===== src/rtl/uart_rx_cfg.sv =====
`default_nettype none
// ============================================================================
// Module : uart_rx_cfg
// Brief  : Configurable UART receiver with majority-vote line filtering,
//          parity/frame checking and break detection.
// Rev    : 1.0
// ============================================================================
module uart_rx_cfg #(
    parameter int CLKS_PER_BIT = 87,
    parameter int DATA_BITS    = 8,
    parameter int PARITY       = 0,
    parameter int STOP_BITS    = 1
) (
    input  logic                 clk,
    input  logic                 rst_n,
    input  logic                 rx_serial,
    output logic                 rx_valid,
    output logic [DATA_BITS-1:0] rx_data,
    output logic                 parity_err,
    output logic                 frame_err,
    output logic                 break_det,
    output logic                 rx_busy
);
    localparam int CW = $clog2(CLKS_PER_BIT);
    localparam int IW = $clog2(DATA_BITS + 1);
    localparam logic [CW-1:0] C_CNT_LAST      = CW'(CLKS_PER_BIT - 1);
    localparam logic [CW-1:0] C_CNT_HALF      = CW'((CLKS_PER_BIT - 1) / 2);
    localparam logic [IW-1:0] C_IDX_DATA_LAST = IW'(DATA_BITS - 1);
    localparam logic [IW-1:0] C_IDX_STOP_LAST = IW'(STOP_BITS - 1);

    typedef enum logic [2:0] {
        S_IDLE      = 3'd0,
        S_START     = 3'd1,
        S_DATA      = 3'd2,
        S_PARITY    = 3'd3,
        S_STOP      = 3'd4,
        S_DONE      = 3'd5,
        S_WAIT_HIGH = 3'd6
    } state_t;

    state_t                 state_q, state_d;
    logic [1:0]             sync_q;
    logic [2:0]             vote_q;
    logic [CW-1:0]          cnt_q, cnt_d;
    logic [IW-1:0]          idx_q, idx_d;
    logic [DATA_BITS-1:0]   shift_q, shift_d;
    logic                   par_bit_q, par_bit_d;
    logic                   stop_low_q, stop_low_d;
    logic                   rx_valid_q, rx_valid_d;
    logic [DATA_BITS-1:0]   rx_data_q, rx_data_d;
    logic                   parity_err_q, parity_err_d;
    logic                   frame_err_q, frame_err_d;
    logic                   break_q, break_d;

    logic w_line;
    logic w_cnt_end;
    logic w_par_xor;
    logic w_par_err;
    logic w_brk_cand;

    assign w_line     = (vote_q[0] & vote_q[1]) | (vote_q[0] & vote_q[2]) | (vote_q[1] & vote_q[2]);
    assign w_cnt_end  = (cnt_q == C_CNT_LAST);
    assign w_par_xor  = (^shift_q) ^ par_bit_q;
    assign w_par_err  = (PARITY == 1) ? ~w_par_xor : ((PARITY == 2) ? w_par_xor : 1'b0);
    assign w_brk_cand = (shift_q == '0) && ((PARITY == 0) || !par_bit_q);

    always_comb begin
        state_d      = state_q;
        cnt_d        = cnt_q;
        idx_d        = idx_q;
        shift_d      = shift_q;
        par_bit_d    = par_bit_q;
        stop_low_d   = stop_low_q;
        rx_valid_d   = 1'b0;
        break_d      = 1'b0;
        rx_data_d    = rx_data_q;
        parity_err_d = parity_err_q;
        frame_err_d  = frame_err_q;
        case (state_q)
            S_IDLE: begin
                cnt_d      = '0;
                idx_d      = '0;
                stop_low_d = 1'b0;
                if (!w_line) state_d = S_START;
            end
            S_START: begin
                // A start that is not still low at mid-bit is treated as a glitch.
                if (cnt_q == C_CNT_HALF) begin
                    cnt_d   = '0;
                    state_d = w_line ? S_IDLE : S_DATA;
                end else begin
                    cnt_d = cnt_q + 1'b1;
                end
            end
            S_DATA: begin
                if (w_cnt_end) begin
                    cnt_d   = '0;
                    shift_d = {w_line, shift_q[DATA_BITS-1:1]};
                    if (idx_q == C_IDX_DATA_LAST) begin
                        idx_d   = '0;
                        state_d = (PARITY == 0) ? S_STOP : S_PARITY;
                    end else begin
                        idx_d = idx_q + 1'b1;
                    end
                end else begin
                    cnt_d = cnt_q + 1'b1;
                end
            end
            S_PARITY: begin
                if (w_cnt_end) begin
                    cnt_d     = '0;
                    par_bit_d = w_line;
                    state_d   = S_STOP;
                end else begin
                    cnt_d = cnt_q + 1'b1;
                end
            end
            S_STOP: begin
                if (w_cnt_end) begin
                    cnt_d = '0;
                    // Break is decided on the first stop bit; remaining stop bits are not awaited.
                    if ((idx_q == '0) && w_brk_cand && !w_line) begin
                        break_d = 1'b1;
                        idx_d   = '0;
                        state_d = S_WAIT_HIGH;
                    end else begin
                        stop_low_d = stop_low_q | ~w_line;
                        if (idx_q == C_IDX_STOP_LAST) begin
                            idx_d        = '0;
                            rx_valid_d   = 1'b1;
                            rx_data_d    = shift_q;
                            parity_err_d = w_par_err;
                            frame_err_d  = stop_low_q | ~w_line;
                            state_d      = S_DONE;
                        end else begin
                            idx_d = idx_q + 1'b1;
                        end
                    end
                end else begin
                    cnt_d = cnt_q + 1'b1;
                end
            end
            S_DONE: begin
                state_d = frame_err_q ? S_WAIT_HIGH : S_IDLE;
            end
            S_WAIT_HIGH: begin
                if (w_line) state_d = S_IDLE;
            end
            default: begin
                state_d = S_IDLE;
            end
        endcase
    end

    always_ff @(posedge clk or negedge rst_n) begin
        if (!rst_n) begin
            sync_q       <= 2'b11;
            vote_q       <= 3'b111;
            state_q      <= S_IDLE;
            cnt_q        <= '0;
            idx_q        <= '0;
            shift_q      <= '0;
            par_bit_q    <= 1'b0;
            stop_low_q   <= 1'b0;
            rx_valid_q   <= 1'b0;
            rx_data_q    <= '0;
            parity_err_q <= 1'b0;
            frame_err_q  <= 1'b0;
            break_q      <= 1'b0;
        end else begin
            sync_q       <= {sync_q[0], rx_serial};
            vote_q       <= {vote_q[1:0], sync_q[1]};
            state_q      <= state_d;
            cnt_q        <= cnt_d;
            idx_q        <= idx_d;
            shift_q      <= shift_d;
            par_bit_q    <= par_bit_d;
            stop_low_q   <= stop_low_d;
            rx_valid_q   <= rx_valid_d;
            rx_data_q    <= rx_data_d;
            parity_err_q <= parity_err_d;
            frame_err_q  <= frame_err_d;
            break_q      <= break_d;
        end
    end

    assign rx_valid   = rx_valid_q;
    assign rx_data    = rx_data_q;
    assign parity_err = parity_err_q;
    assign frame_err  = frame_err_q;
    assign break_det  = break_q;
    assign rx_busy    = (state_q != S_IDLE);

endmodule
`default_nettype wire


===== config.mk =====
export PLATFORM = sky130hd
export DESIGN_NAME = uart_rx_cfg
export DESIGN_NICKNAME = d
export VERILOG_FILES = /design/src/rtl/uart_rx_cfg.sv
export SDC_FILE = /design/constraint.sdc
export NUM_CORES = 1
export LEC_CHECK = 0
export CORE_ASPECT_RATIO = 0.8
export CORE_UTILIZATION = 40
export CTS_CLUSTER_SIZE = 20
export DETAILED_ROUTE_END_ITERATION = 8
export GPL_TIMING_DRIVEN = 0
export PLACE_DENSITY_LB_ADDON = 0.05
export SLEW_MARGIN = 10
export SYNTH_ARGS = -nofsm -noshare
export SYNTH_HDL_FRONTEND = slang
export SYNTH_SLANG_ARGS = --single-unit

===== constraint.sdc =====
create_clock -name clk -period 2.4 [get_ports clk]
set_clock_uncertainty 0.15 [all_clocks]
set_input_delay 0.48 -clock clk [delete_from_list [all_inputs] [get_ports clk]]
set_output_delay 0.48 -clock clk [all_outputs]
set_load 0.02 [all_outputs]

==> results.py <==
metrics = {
    "outcome": {
        "status": "finished, violations left",
        "violations": "hold timing",
    },
    "sta": {
        "fmax_ghz": 0.442,
        "finalCritPeriodShare_pct": 94.3,
        "whs_ps": -8.39,
        "tightest_slew_ps": 514,
        "fin_crit_ps": 2260,
        "max_slew_margin_pct": 65.5,
        "drv_slew": 0,
        "setup_viol": 0,
        "tns_ps": 0,
        "finalHoldViolations": 9,
        "rsz0062_at_grt": "false",
    },
    "setup_path": {
        "cp-start-kind": "flop",
        "path_max_fanout": 12,
        "cp-end-kind": "flop",
        "crit_arrival_ps": 2280,
        "cp_cell_sequence": "inv_1 -> or3_1 -> o221a_2 -> nand2_1 -> mux2_2",
        "path_class": "flop to flop",
        "cp.required_ps": 2420,
        "cp_slowest_cell": "dfrtp_1",
        "slowest_delay_ps": 630,
    },
    "clock_tree": {
        "cts_root_buf": "clkbuf_8",
        "clk_latency_ps": 280,
        "cts_tree": "built",
        "ctsHoldBuffers": 0,
        "htree_levels": 2,
        "clock_path_buffers": 2,
        "clock_sinks": 39,
        "numCtsBuffers": 5,
        "path_clk_slew_ps": 80,
    },
    "yosys": {
        "yosysMostFrequentCell": "dfrtp_1",
        "synthTopCellsByCount": "34 x dfrtp_1, 15 x nor2_1, 12 x mux2_2, 9 x inv_1, 7 x mux2_4",
        "synth-seq-area-share_pct": 50.4,
        "syn_avg_cell_area_sq_um": 11.6,
        "yosysWarnings": 0,
        "synth_edf_count": 0,
        "synthCells": 168,
        "syn_nets": 175,
        "synth_top_area_share_pct": 43.6,
        "ys_types": 54,
        "ys.flop_type": "dfrtp_1",
        "synthTopCellsByArea": "dfrtp_1 44%, mux2_2 6.9%, dfstp_2 6.7%",
        "synthArstFlopShare_pct": 100,
        "ys_ff_latch": 39,
        "syn_area_sq_um": 1950,
        "yosysTopAreaCell": "dfrtp_1",
    },
    "floorplan": {
        "chipHeight_microns": 64.4,
        "dieArea_sq_um": 5160,
        "start_util_pct": 42.2,
        "fp.dieW_microns": 80.1,
        "io_pins": 16,
        "fp-row-count": 22,
        "core_sq_um": 4620,
    },
    "final_layout": {
        "syn2layout_area_growth_pct": 18.7,
        "utilization_pct": 50.1,
        "fin_nets": 195,
        "diodes": 0,
        "drive_above_1_share_pct": 27.5,
    },
    "pwr": {
        "p_switching_mw": 0.452,
        "powerDensity_nw_per_um2": 678,
        "sw_frac_of_total_pct": 28.8,
        "max-vdd-ir-drop_v": 0.000433,
        "p_leak_nw": 1.08,
        "power_frac_seq_pct": 47.3,
        "combPwrFrac_pct": 17.6,
        "p_int_mw": 1.12,
        "p_clk_share_pct": 35.1,
    },
    "routing": {
        "routed_wl_mm": 3.42,
        "via_per_inst": 5.24,
        "dr.pass1.iters": 4,
        "ant_nets": 0,
        "drc": 0,
        "vias": 1306,
        "drt-wirelength-per-cell_microns": 13.7,
        "drt_iter0_markers": 76,
    },
    "global_routing": {
        "grt_overflow": 0,
        "grtUsageTotal_pct": 14.8,
        "antenna_found_initial": 0,
        "first_global_vias": 1287,
        "grt_pass1_wl_mm": 5.84,
        "grt_max_degree": 22,
    },
    "placed_design": {
        "place_congestion": 0.766,
        "port_buffers": 14,
        "hpwlAfterDp_mm": 2.52,
    },
    "run": {
        "cap_violations": 0,
    },
    "min_path": {
        "hp-class": "input pin to asynchronous set/reset pin",
    },
}
-- worst max-delay path: cells and delay by family, from the launching register on --
family / cells / cell delay (ps)
flops: 1 / 630
simple gates: 2 / 500
mux: 1 / 340
buf+inv: 1 / 240
compound gates: 1 / 300
-- routing by layer --
layer / share of wire (%) / track usage, % / vias up
met2: 44 / 22.8 / 21
met1: 52 / 20.6 / 647
met4: 0.23 / 3.35 / 0
li1: - / - / 636
met5: 0 / 0 / -
met3: 3.5 / 4.23 / 2
-- power by group through the flow --
stage,logic (mW),clock network (mW),registers [mW]
floorplan,0.223,0,0.721
global placement,0.302,0,0.724
detailed placement,0.311,0,0.726
CTS,0.281,0.566,0.742
global route,0.308,0.600,0.749
finish,0.276,0.551,0.742
-- worst paths after layout --
| kind | cells past startpoint | startpoint | slack, ps | endpoint |
|---|---|---|---|---|
| setup reg to reg | 5 | state_q[0]$_DFFE_PN0P_ | 140 | state_q[1]$_DFFE_PN0P_ |
| hold / removal | 1 | rst_n | -8 | idx_q[2]$_DFFE_PN0P_ |
| max in group asynchronous | 2 | rst_n | 1570 | vote_q[0]$_DFF_PN1_ |
| hold reg to reg | 0 | sync_q[0]$_DFF_PN1_ | 210 | sync_q[1]$_DFF_PN1_ |
| min in group clk | 0 | sync_q[0]$_DFF_PN1_ | 210 | sync_q[1]$_DFF_PN1_ |
| setup / recovery | 5 | state_q[0]$_DFFE_PN0P_ | 140 | state_q[1]$_DFFE_PN0P_ |
-- placed cells by master (no fill, tap or decap), types with 2 or more instances in the layout --
cell / instances
a211oi_1: 2
a21o_1: 2
a21oi_1: 3
a31oi_1: 2
buf_2: 2
buf_4: 2
buf_6: 2
clkbuf_8: 5
clkdlybuf4s50_1: 12
dfrtp_1: 33
dfstp_2: 5
ha_1: 4
inv_1: 9
mux2_2: 12
mux2_4: 7
nand2_1: 5
nand2b_1: 4
nand3_1: 3
nand3b_1: 2
nand4_1: 3
nor2_1: 15
nor2b_1: 2
nor3_2: 2
nor3_4: 2
nor4_1: 2
o21ai_0: 5
o22ai_1: 3
or4_1: 2
xnor2_1: 2
xor2_1: 3
-- final cells by class --
type                    instances  area, sq um
clock buffers                   5         68.8
inverters                       9         33.8
flip-flops and latches         39          983
fillers                       459         2310
multi-input cells             112          895
plain buffers                   5         40.0
well taps                      60         75.1
repair buffers                 16          173
clock inverters                 3         46.3
-- kinds of logic (layout without fill, tap and decap cells) --
kind of cell | Yosys count | in the layout | share of synthesized area [%]
and+or+nand+nor | 52 | 52 | 16.4
DFF | 39 | 39 | 50.4
AOI/OAI and AO/OA | 28 | 28 | 9.95
muxes | 20 | 20 | 12.8
buffers and inverters | 17 | 38 | 4.30
adders and majority gates | 6 | 6 | 3.66
xor gates and xnor gates | 5 | 5 | 2.25
other | 1 | 1 | 0.192
-- timing repair --
item | CTS | global route
setup endpoints to repair | 1 | 13
pin swaps | 0 | 1
setup buffers | 0 | 1
resized for setup | 3 | 2
endpoints found under the hold margin | 0 | 0
-- sequential cells by signal (all words and copies together), names as in the netlist, 2 cells and up --
register  count
sync_q        2
rx_data       8
cnt_q         7
vote_q        3
state_q       3
shift_q       8
idx_q         4
-- stage by stage --
step	power [mW]	std cells	instance area (sq um)	setup WS [ps]
after global routing	1.66	249	2310	24.1
after detailed placement	1.04	243	2190	-9.91
after floorplan	0.944	168	1950	307
after global placement	1.03	242	2160	-246
final	1.57	249	2310	137
after CTS	1.59	248	2300	12.0
Power figures use the tool's default switching activity.
